===== config.mk =====
export PLATFORM = sky130hd
export DESIGN_NAME = uart_rx_stream_flat
export DESIGN_NICKNAME = d
export VERILOG_FILES = /design/src/rtl/uart_pkg.sv /design/src/rtl/uart_rx_stream_if.sv /design/src/rtl/uart_rx_fifo.sv /design/src/rtl/uart_rx_stream.sv /design/src/flat_wrapper.sv
export SDC_FILE = /design/constraint.sdc
export NUM_CORES = 1
export LEC_CHECK = 0
export ABC_CLOCK_PERIOD_IN_PS = 4800
export CORE_MARGIN = 2
export CORE_UTILIZATION = 42
export CTS_BUF_LIST = sky130_fd_sc_hd__clkbuf_16
export CTS_CLUSTER_SIZE = 25
export DETAILED_ROUTE_END_ITERATION = 6
export PLACE_DENSITY_LB_ADDON = 0.1
export SYNTH_ARGS = -nofsm -noshare
export SYNTH_HDL_FRONTEND = slang
export SYNTH_SLANG_ARGS = --single-unit

===== constraint.sdc =====
create_clock -name clk -period 4.8 [get_ports clk]
set_input_delay 0.96 -clock clk [delete_from_list [all_inputs] [get_ports clk]]
set_output_delay 0.96 -clock clk [all_outputs]
set_load 0.01 [all_outputs]

===== src/rtl/uart_pkg.sv =====
// Shared types and helpers for the UART receive path.
package uart_pkg;

   localparam int BYTE_W = 8;

   typedef enum logic [2:0] {
      IDLE      = 3'd0,
      START     = 3'd1,
      DATA      = 3'd2,
      STOP      = 3'd3,
      WAIT_IDLE = 3'd4
   } rx_state_e;

   // Prescaler divide ratio, rounded to nearest: round(clk_hz / (baud * ovs)).
   function automatic int calc_div(input longint clk_hz, input longint baud, input longint ovs);
      longint den;
      den = baud * ovs;
      return int'((clk_hz + den / 2) / den);
   endfunction

   // 2-of-3 majority used for the mid-bit vote.
   function automatic logic maj3(input logic a, input logic b, input logic c);
      return (a & b) | (a & c) | (b & c);
   endfunction

endpackage


===== src/rtl/uart_rx_stream_if.sv =====
// Received-byte stream between the UART receiver and its consumer.
//
// Handshake: the master raises m_tvalid when m_tdata holds a byte and keeps
// m_tdata/m_tvalid stable until the slave has m_tready high on a rising clock
// edge; a byte transfers on every edge where m_tvalid & m_tready are both 1.
// m_tready may be driven independently of m_tvalid.
interface uart_rx_stream_if;
   import uart_pkg::*;

   logic [BYTE_W-1:0] m_tdata;
   logic              m_tvalid;
   logic              m_tready;

   modport master (output m_tdata, output m_tvalid, input m_tready);
   modport slave  (input m_tdata, input m_tvalid, output m_tready);

endinterface


===== src/rtl/uart_rx_fifo.sv =====
// Synchronous first-word-fall-through FIFO. Head entry is always visible on
// o_data while non-empty; push and pop may coincide at any level, and a pop
// at full frees the slot for a same-cycle push.
module uart_rx_fifo #(
   parameter int DEPTH = 16,
   parameter int WIDTH = 8
) (
   input  logic                   clk,
   input  logic                   rst_n,
   input  logic                   i_push,
   input  logic [WIDTH-1:0]       i_data,
   input  logic                   i_pop,
   output logic [WIDTH-1:0]       o_data,
   output logic                   o_full,
   output logic                   o_empty,
   output logic [$clog2(DEPTH):0] o_level
);

   localparam int AW = $clog2(DEPTH);
   localparam int LW = AW + 1;

   if (DEPTH < 2 || (DEPTH & (DEPTH - 1)) != 0) begin : g_depth_chk
      $error("uart_rx_fifo: DEPTH must be a power of two and at least 2");
   end

   logic [WIDTH-1:0] r_mem [DEPTH];
   logic [AW-1:0]    r_wr_ptr;
   logic [AW-1:0]    r_rd_ptr;
   logic [LW-1:0]    r_level;
   logic             w_push;
   logic             w_pop;

   assign o_empty = (r_level == '0);
   assign o_full  = (r_level == LW'(DEPTH));
   assign o_level = r_level;
   assign w_pop   = i_pop & ~o_empty;
   assign w_push  = i_push & (~o_full | w_pop);
   // Output forced to zero while empty so nothing stale leaks downstream.
   assign o_data  = o_empty ? '0 : r_mem[r_rd_ptr];

   // Pointer and occupancy bookkeeping; pointers wrap naturally at DEPTH.
   always_ff @(posedge clk or negedge rst_n) begin
      if (!rst_n) begin
         r_wr_ptr <= '0;
         r_rd_ptr <= '0;
         r_level  <= '0;
      end else begin
         if (w_push) r_wr_ptr <= r_wr_ptr + AW'(1);
         if (w_pop)  r_rd_ptr <= r_rd_ptr + AW'(1);
         case ({w_push, w_pop})
            2'b10:   r_level <= r_level + LW'(1);
            2'b01:   r_level <= r_level - LW'(1);
            default: r_level <= r_level;
         endcase
      end
   end

   // Storage array write port.
   always_ff @(posedge clk) begin
      if (w_push) r_mem[r_wr_ptr] <= i_data;
   end

endmodule


===== src/rtl/uart_rx_stream.sv =====
// 8N1 UART receiver: oversampled start/data/stop recovery with 3-sample
// majority voting, byte FIFO, valid/ready output stream and error pulses.
module uart_rx_stream
   import uart_pkg::*;
#(
   parameter int CLK_HZ     = 80_000_000,
   parameter int BAUD       = 115_200,
   parameter int OVS        = 16,
   parameter int FIFO_DEPTH = 16
) (
   input  logic                        clk,
   input  logic                        arst_n,
   input  logic                        uart_rx,
   uart_rx_stream_if.master            m_stream,
   output logic [$clog2(FIFO_DEPTH):0] fifo_level,
   output logic                        frame_err,
   output logic                        overrun_err,
   output rx_state_e                   dbg_state
);

   localparam int DIV = calc_div(CLK_HZ, BAUD, OVS);
   localparam int PW  = (DIV > 1) ? $clog2(DIV) : 1;
   localparam int OW  = $clog2(OVS);

   if (DIV < 2) begin : g_div_chk
      $error("uart_rx_stream: clock too slow for BAUD*OVS (DIV < 2)");
   end
   if (OVS < 8 || (OVS % 2) != 0) begin : g_ovs_chk
      $error("uart_rx_stream: OVS must be even and at least 8");
   end

   logic [1:0]        r_rst_sync;
   logic              w_rst_n;
   logic [1:0]        r_rx_sync;
   logic              w_rx_s;
   logic [PW-1:0]     r_presc;
   logic              w_tick;
   logic [1:0]        r_smp;
   logic              w_vote;
   rx_state_e         r_state;
   logic [OW-1:0]     r_ovs_cnt;
   logic [2:0]        r_bit_cnt;
   logic [BYTE_W-1:0] r_shreg;
   logic              r_push;
   logic [BYTE_W-1:0] r_push_data;
   logic              r_frame_err;
   logic              r_overrun_err;
   logic              w_fifo_full;
   logic              w_fifo_empty;
   logic              w_pop;
   logic [BYTE_W-1:0] w_fifo_data;

   // Reset asserts immediately, releases two clocks after arst_n rises.
   always_ff @(posedge clk or negedge arst_n) begin
      if (!arst_n) r_rst_sync <= '0;
      else         r_rst_sync <= {r_rst_sync[0], 1'b1};
   end
   assign w_rst_n = r_rst_sync[1];

   // Two-flop synchronizer for the asynchronous line, idles high.
   always_ff @(posedge clk or negedge w_rst_n) begin
      if (!w_rst_n) r_rx_sync <= 2'b11;
      else          r_rx_sync <= {r_rx_sync[0], uart_rx};
   end
   assign w_rx_s = r_rx_sync[1];

   // Free-running oversample prescaler; tick on the DIV-1 -> 0 wrap.
   always_ff @(posedge clk or negedge w_rst_n) begin
      if (!w_rst_n)    r_presc <= '0;
      else if (w_tick) r_presc <= '0;
      else             r_presc <= r_presc + PW'(1);
   end
   assign w_tick = (r_presc == PW'(DIV - 1));

   // Two previous tick samples; with the current sample they form the vote.
   always_ff @(posedge clk or negedge w_rst_n) begin
      if (!w_rst_n)    r_smp <= 2'b11;
      else if (w_tick) r_smp <= {r_smp[0], w_rx_s};
   end
   assign w_vote = maj3(r_smp[1], r_smp[0], w_rx_s);

   // A pop in the vote cycle frees a slot before the registered push lands.
   assign w_pop = ~w_fifo_empty & m_stream.m_tready;

   // Frame FSM: counters, shift register, push request and error pulses.
   always_ff @(posedge clk or negedge w_rst_n) begin
      if (!w_rst_n) begin
         r_state       <= IDLE;
         r_ovs_cnt     <= '0;
         r_bit_cnt     <= '0;
         r_shreg       <= '0;
         r_push        <= 1'b0;
         r_push_data   <= '0;
         r_frame_err   <= 1'b0;
         r_overrun_err <= 1'b0;
      end else begin
         r_push        <= 1'b0;
         r_frame_err   <= 1'b0;
         r_overrun_err <= 1'b0;
         if (w_tick) begin
            case (r_state)
               IDLE: begin
                  if (!w_rx_s) begin
                     r_state   <= START;
                     r_ovs_cnt <= '0;
                  end
               end
               START: begin
                  if (r_ovs_cnt == OW'(OVS / 2 - 1)) begin
                     r_ovs_cnt <= '0;
                     r_bit_cnt <= '0;
                     r_state   <= w_vote ? IDLE : DATA;
                  end else begin
                     r_ovs_cnt <= r_ovs_cnt + OW'(1);
                  end
               end
               DATA: begin
                  if (r_ovs_cnt == OW'(OVS - 1)) begin
                     r_ovs_cnt <= '0;
                     r_shreg   <= {w_vote, r_shreg[BYTE_W-1:1]};
                     if (r_bit_cnt == 3'd7) r_state <= STOP;
                     else                   r_bit_cnt <= r_bit_cnt + 3'd1;
                  end else begin
                     r_ovs_cnt <= r_ovs_cnt + OW'(1);
                  end
               end
               STOP: begin
                  if (r_ovs_cnt == OW'(OVS - 1)) begin
                     r_ovs_cnt <= '0;
                     if (!w_vote) begin
                        r_frame_err <= 1'b1;
                        r_state     <= WAIT_IDLE;
                     end else begin
                        if (w_fifo_full && !w_pop) begin
                           r_overrun_err <= 1'b1;
                        end else begin
                           r_push      <= 1'b1;
                           r_push_data <= r_shreg;
                        end
                        r_state <= IDLE;
                     end
                  end else begin
                     r_ovs_cnt <= r_ovs_cnt + OW'(1);
                  end
               end
               WAIT_IDLE: begin
                  if (w_rx_s) r_state <= IDLE;
               end
               default: r_state <= IDLE;
            endcase
         end
      end
   end

   uart_rx_fifo #(
      .DEPTH (FIFO_DEPTH),
      .WIDTH (BYTE_W)
   ) u_fifo (
      .clk     (clk),
      .rst_n   (w_rst_n),
      .i_push  (r_push),
      .i_data  (r_push_data),
      .i_pop   (w_pop),
      .o_data  (w_fifo_data),
      .o_full  (w_fifo_full),
      .o_empty (w_fifo_empty),
      .o_level (fifo_level)
   );

   assign m_stream.m_tdata  = w_fifo_data;
   assign m_stream.m_tvalid = ~w_fifo_empty;
   assign frame_err         = r_frame_err;
   assign overrun_err       = r_overrun_err;
   assign dbg_state         = r_state;

endmodule


===== src/flat_wrapper.sv =====
// flat-port wrapper written by rule: the top's interface ports become plain ports
module uart_rx_stream_flat import uart_pkg::*;
#(
   parameter int CLK_HZ     = 80_000_000,
   parameter int BAUD       = 115_200,
   parameter int OVS        = 16,
   parameter int FIFO_DEPTH = 16
)
  (clk, arst_n, uart_rx, fifo_level, frame_err, overrun_err, dbg_state, m_stream_m_tdata, m_stream_m_tvalid, m_stream_m_tready);
  uart_rx_stream_if m_stream_i ();
  input  logic clk;
  input  logic arst_n;
  input  logic uart_rx;
  output logic [$clog2(FIFO_DEPTH):0] fifo_level;
  output logic frame_err;
  output logic overrun_err;
  output rx_state_e dbg_state;
  output wire logic [$bits(m_stream_i.m_tdata)-1:0] m_stream_m_tdata;
  output wire logic [$bits(m_stream_i.m_tvalid)-1:0] m_stream_m_tvalid;
  input wire logic [$bits(m_stream_i.m_tready)-1:0] m_stream_m_tready;
  assign m_stream_m_tdata = m_stream_i.m_tdata;
  assign m_stream_m_tvalid = m_stream_i.m_tvalid;
  assign m_stream_i.m_tready = m_stream_m_tready;
  uart_rx_stream #(.CLK_HZ(CLK_HZ), .BAUD(BAUD), .OVS(OVS), .FIFO_DEPTH(FIFO_DEPTH)) u_core (.clk(clk), .arst_n(arst_n), .uart_rx(uart_rx), .m_stream(m_stream_i), .fifo_level(fifo_level), .frame_err(frame_err), .overrun_err(overrun_err), .dbg_state(dbg_state));
endmodule

==> impl_metrics.env <==
export IMPL_drive_gt1_share_pct=23.0
export IMPL_worst_path_max_fanout=28
export IMPL_rsz0062_at_grt="false"
export IMPL_peakVddDrop_v=0.000297
export IMPL_p_int_mw=2.97
export IMPL_die_area_um2=19000
export IMPL_synth_ff_type="edfxtp_1"
export IMPL_synth_edff_count=128
export IMPL_synth_area_leader_cell="edfxtp_1"
export IMPL_status="finished, final reports clean"
export IMPL_post_cts_setup_buffer_count=0
export IMPL_placed_cell_area_um2=8040
export IMPL_ant_nets=0
export IMPL_stdcell_area_um2=8680
export IMPL_port_buffers=22
export IMPL_dr_pass1_iters=4
export IMPL_startpoint="u_core.u_fifo.r_rd_ptr[1]"
export IMPL_p_comb_share_pct=15.2
export IMPL_grt_util_all_layers_pct=16.8
export IMPL_wl_um=14300
export IMPL_synth_nets=462
export IMPL_p_seq_share_pct=47.2
export IMPL_worstSetupPathType="reg -> out"
export IMPL_yosysUniqueCellTypes=50
export IMPL_grt_max_degree=53
export IMPL_n_antenna_cell=0
export IMPL_syn_avg_cell_area_um2=16.8
export IMPL_p_sw_mw=1.01
export IMPL_setup_violations=0
export IMPL_r2r_cells=8
export IMPL_cts_made_buffers=17
export IMPL_start_util_pct=43.3
export IMPL_grt_pass1_vias=4122
export IMPL_cts_htree_levels=4
export IMPL_arrival_ns=3.12
export IMPL_avgRoutedWirePerCell_um=19.8
export IMPL_r2r_end="u_core.u_fifo.o_level[4]"
export IMPL_drv_slew=0
export IMPL_p_clk_share_pct=37.6
export IMPL_area_growth_pct=15.6
export IMPL_dr_first_iter_drc_count=271
export IMPL_core_area_um2=17400
export IMPL_synth_area_um2=7510
export IMPL_holdBufCountCts=0
export IMPL_syn_inst=446
export IMPL_clkTransAtPathRegs_ns=0.06
export IMPL_critPathCapture="m_stream_m_tdata[6]"
export IMPL_seq_area_frac_synth_pct=69.3
export IMPL_nFillCells=1437
export IMPL_start_kind="flip-flop"
export IMPL_cts_resized=0
export IMPL_critPathRequiredTime_ns=3.84
export IMPL_die_h_um=138
export IMPL_power_leakage_nw=3.48
export IMPL_synthTopCellsByArea="edfxtp_1, dfrtp_1, mux4_2, mux2_2, ha_1"
export IMPL_routabilityCongestion=0.803
export IMPL_swShare_pct=25.3
export IMPL_timing_rr_start="u_core.u_fifo.o_level[1]"
export IMPL_antenna_found_initial=0
export IMPL_power_per_cell_area_nw_per_um2=458
export IMPL_place_ws_ns=1.11
export IMPL_ctsLongestPathBuffers=2
export IMPL_cts_tree="done"
export IMPL_vias=3906
export IMPL_row_count=48
export IMPL_cts_root_buffer="clkbuf_16"
export IMPL_cts_sinks=182
export IMPL_synthArstFlopShare_pct=29.7
export IMPL_num_nets_final=499
export IMPL_hold_viol=0
export IMPL_die_w_um=138
export IMPL_yosysWarnings=0
export IMPL_fin_ws_ns=0.719
export IMPL_pin_count=23
export IMPL_grt_first_pass_wirelength_um=23100
export IMPL_dp_hpwl_um=9110
export IMPL_netlist_top_cells_count="edfxtp_1, dfrtp_1, mux4_2"
export IMPL_rrSetupSlack_ns=1.71
export IMPL_via_per_inst=5.42
export IMPL_grt_remaining_overflow=0
export IMPL_yosysMostFrequentCell="edfxtp_1"
export IMPL_yosys_register_bits=182
export IMPL_power_mw=3.97
export IMPL_min_path_type="reg -> reg"
export IMPL_clock_fmax_mhz=245
export IMPL_period_share_pct=85.0
export IMPL_worst_pin_slew_ns=0.906
export IMPL_slew_headroom_pct=39.6
export IMPL_cap_violations=0
export IMPL_fin_skew_ns=0.0102
export IMPL_drc=0
export IMPL_crit_path_end_kind="primary output"
export IMPL_fin_tns_setup_ns=0
export IMPL_synth_top_cell_area_share_pct=51.2
export IMPL_period_needed_ns=4.08
export IMPL_clk_latency_ns=0.43
[how the worst min path moves through the flow]
stage,slack [ns],from,end,depth (start not counted)
floorplan,0.33,u_core.r_rst_sync[0],u_core.r_rst_sync[1],0
global placement,0.34,u_core.r_rst_sync[0],u_core.r_rst_sync[1],0
detailed placement,0.34,u_core.r_rst_sync[0],u_core.r_rst_sync[1],0
CTS,0.35,u_core.r_rst_sync[0],u_core.r_rst_sync[1],0
global route,0.37,u_core.r_rx_sync[0],u_core.r_rx_sync[1],0
finish,0.35,u_core.r_rst_sync[0],u_core.r_rst_sync[1],0
[cell families after synthesis]
family | after synthesis | share of synthesized area [%]
buf+inv | 29 | 1.65
xor+xnor | 14 | 1.63
other cells | 1 | 0.0500
fa+ha+maj | 13 | 2.13
compound gates | 45 | 3.78
mux | 68 | 14.9
flops | 182 | 69.3
simple gates | 94 | 6.63
[state kept, by name (all words and copies together), names as in the netlist]
register,count
u_core.r_rst_sync,2
u_core.overrun_err,1
u_core.r_ovs_cnt,4
u_core.u_fifo.r_rd_ptr,4
u_core.dbg_state,3
u_core.r_push,1
u_core.r_smp,2
u_core.u_fifo.o_level,5
u_core.r_presc,6
u_core.r_bit_cnt,3
u_core.r_push_data,8
u_core.r_shreg,8
u_core.u_fifo.r_mem,128
u_core.frame_err,1
u_core.u_fifo.r_wr_ptr,4
u_core.r_rx_sync,2
[layout by cell type (no fill, tap or decap), types with 13 or more instances in the layout]
cell	synthesis	layout
clkdlybuf4s50_1	0	22
dfrtp_1	50	48
buf_4	0	16
nand2_1	26	26
mux2_2	26	26
nor2_1	23	23
mux4_2	32	32
o21ai_0	13	13
clkbuf_16	0	17
edfxtp_1	128	128
a21oi_1	14	14
[critical path, cell delays in order, from the launching register on]
cell and delay [ns]:
dfrtp_2 0.94, mux4_2 0.60, mux2_2 0.27, o21ai_0 0.26, a21oi_1 0.09, clkdlybuf4s50_1 0.52
[cell type report]
class                      instances  area [um2]  share of cell area [%]
sequential                       182        5200                    59.9
multi-input combinational        235        2180                    25.2
clock buffer                      17         425                    4.90
timing repair buffer              38         340                    3.92
tap                              225         282                    3.24
clock inverter                    15         213                    2.45
inverter                           9        33.8                   0.389
[per-layer routing]
layer,track usage (%),share of wire [%]
met5,0,0
met4,6.07,1.3
met3,3.86,2.9
met2,25.8,48
met1,23.7,48
[per-stage QoR]
stage	hold slack, ns	utilization, %	cells
6_report	0.350	50.0	721
2_1_floorplan	0.331	-	446
5_1_grt	0.370	50.0	721
3_3_place_gp	0.338	46.3	689
3_5_place_dp	0.339	46.3	689
4_1_cts	0.353	50.0	721
[power by group through the flow]
stage	clock [mW]	combinational, mW	sequential, mW
4_1_cts	1.52	0.615	1.88
3_5_place_dp	0	0.615	1.91
2_1_floorplan	0	0.477	1.80
5_1_grt	1.59	0.656	1.90
6_report	1.49	0.602	1.88
3_3_place_gp	0	0.610	1.91
No activity file was read; power rests on OpenSTA's default activity.
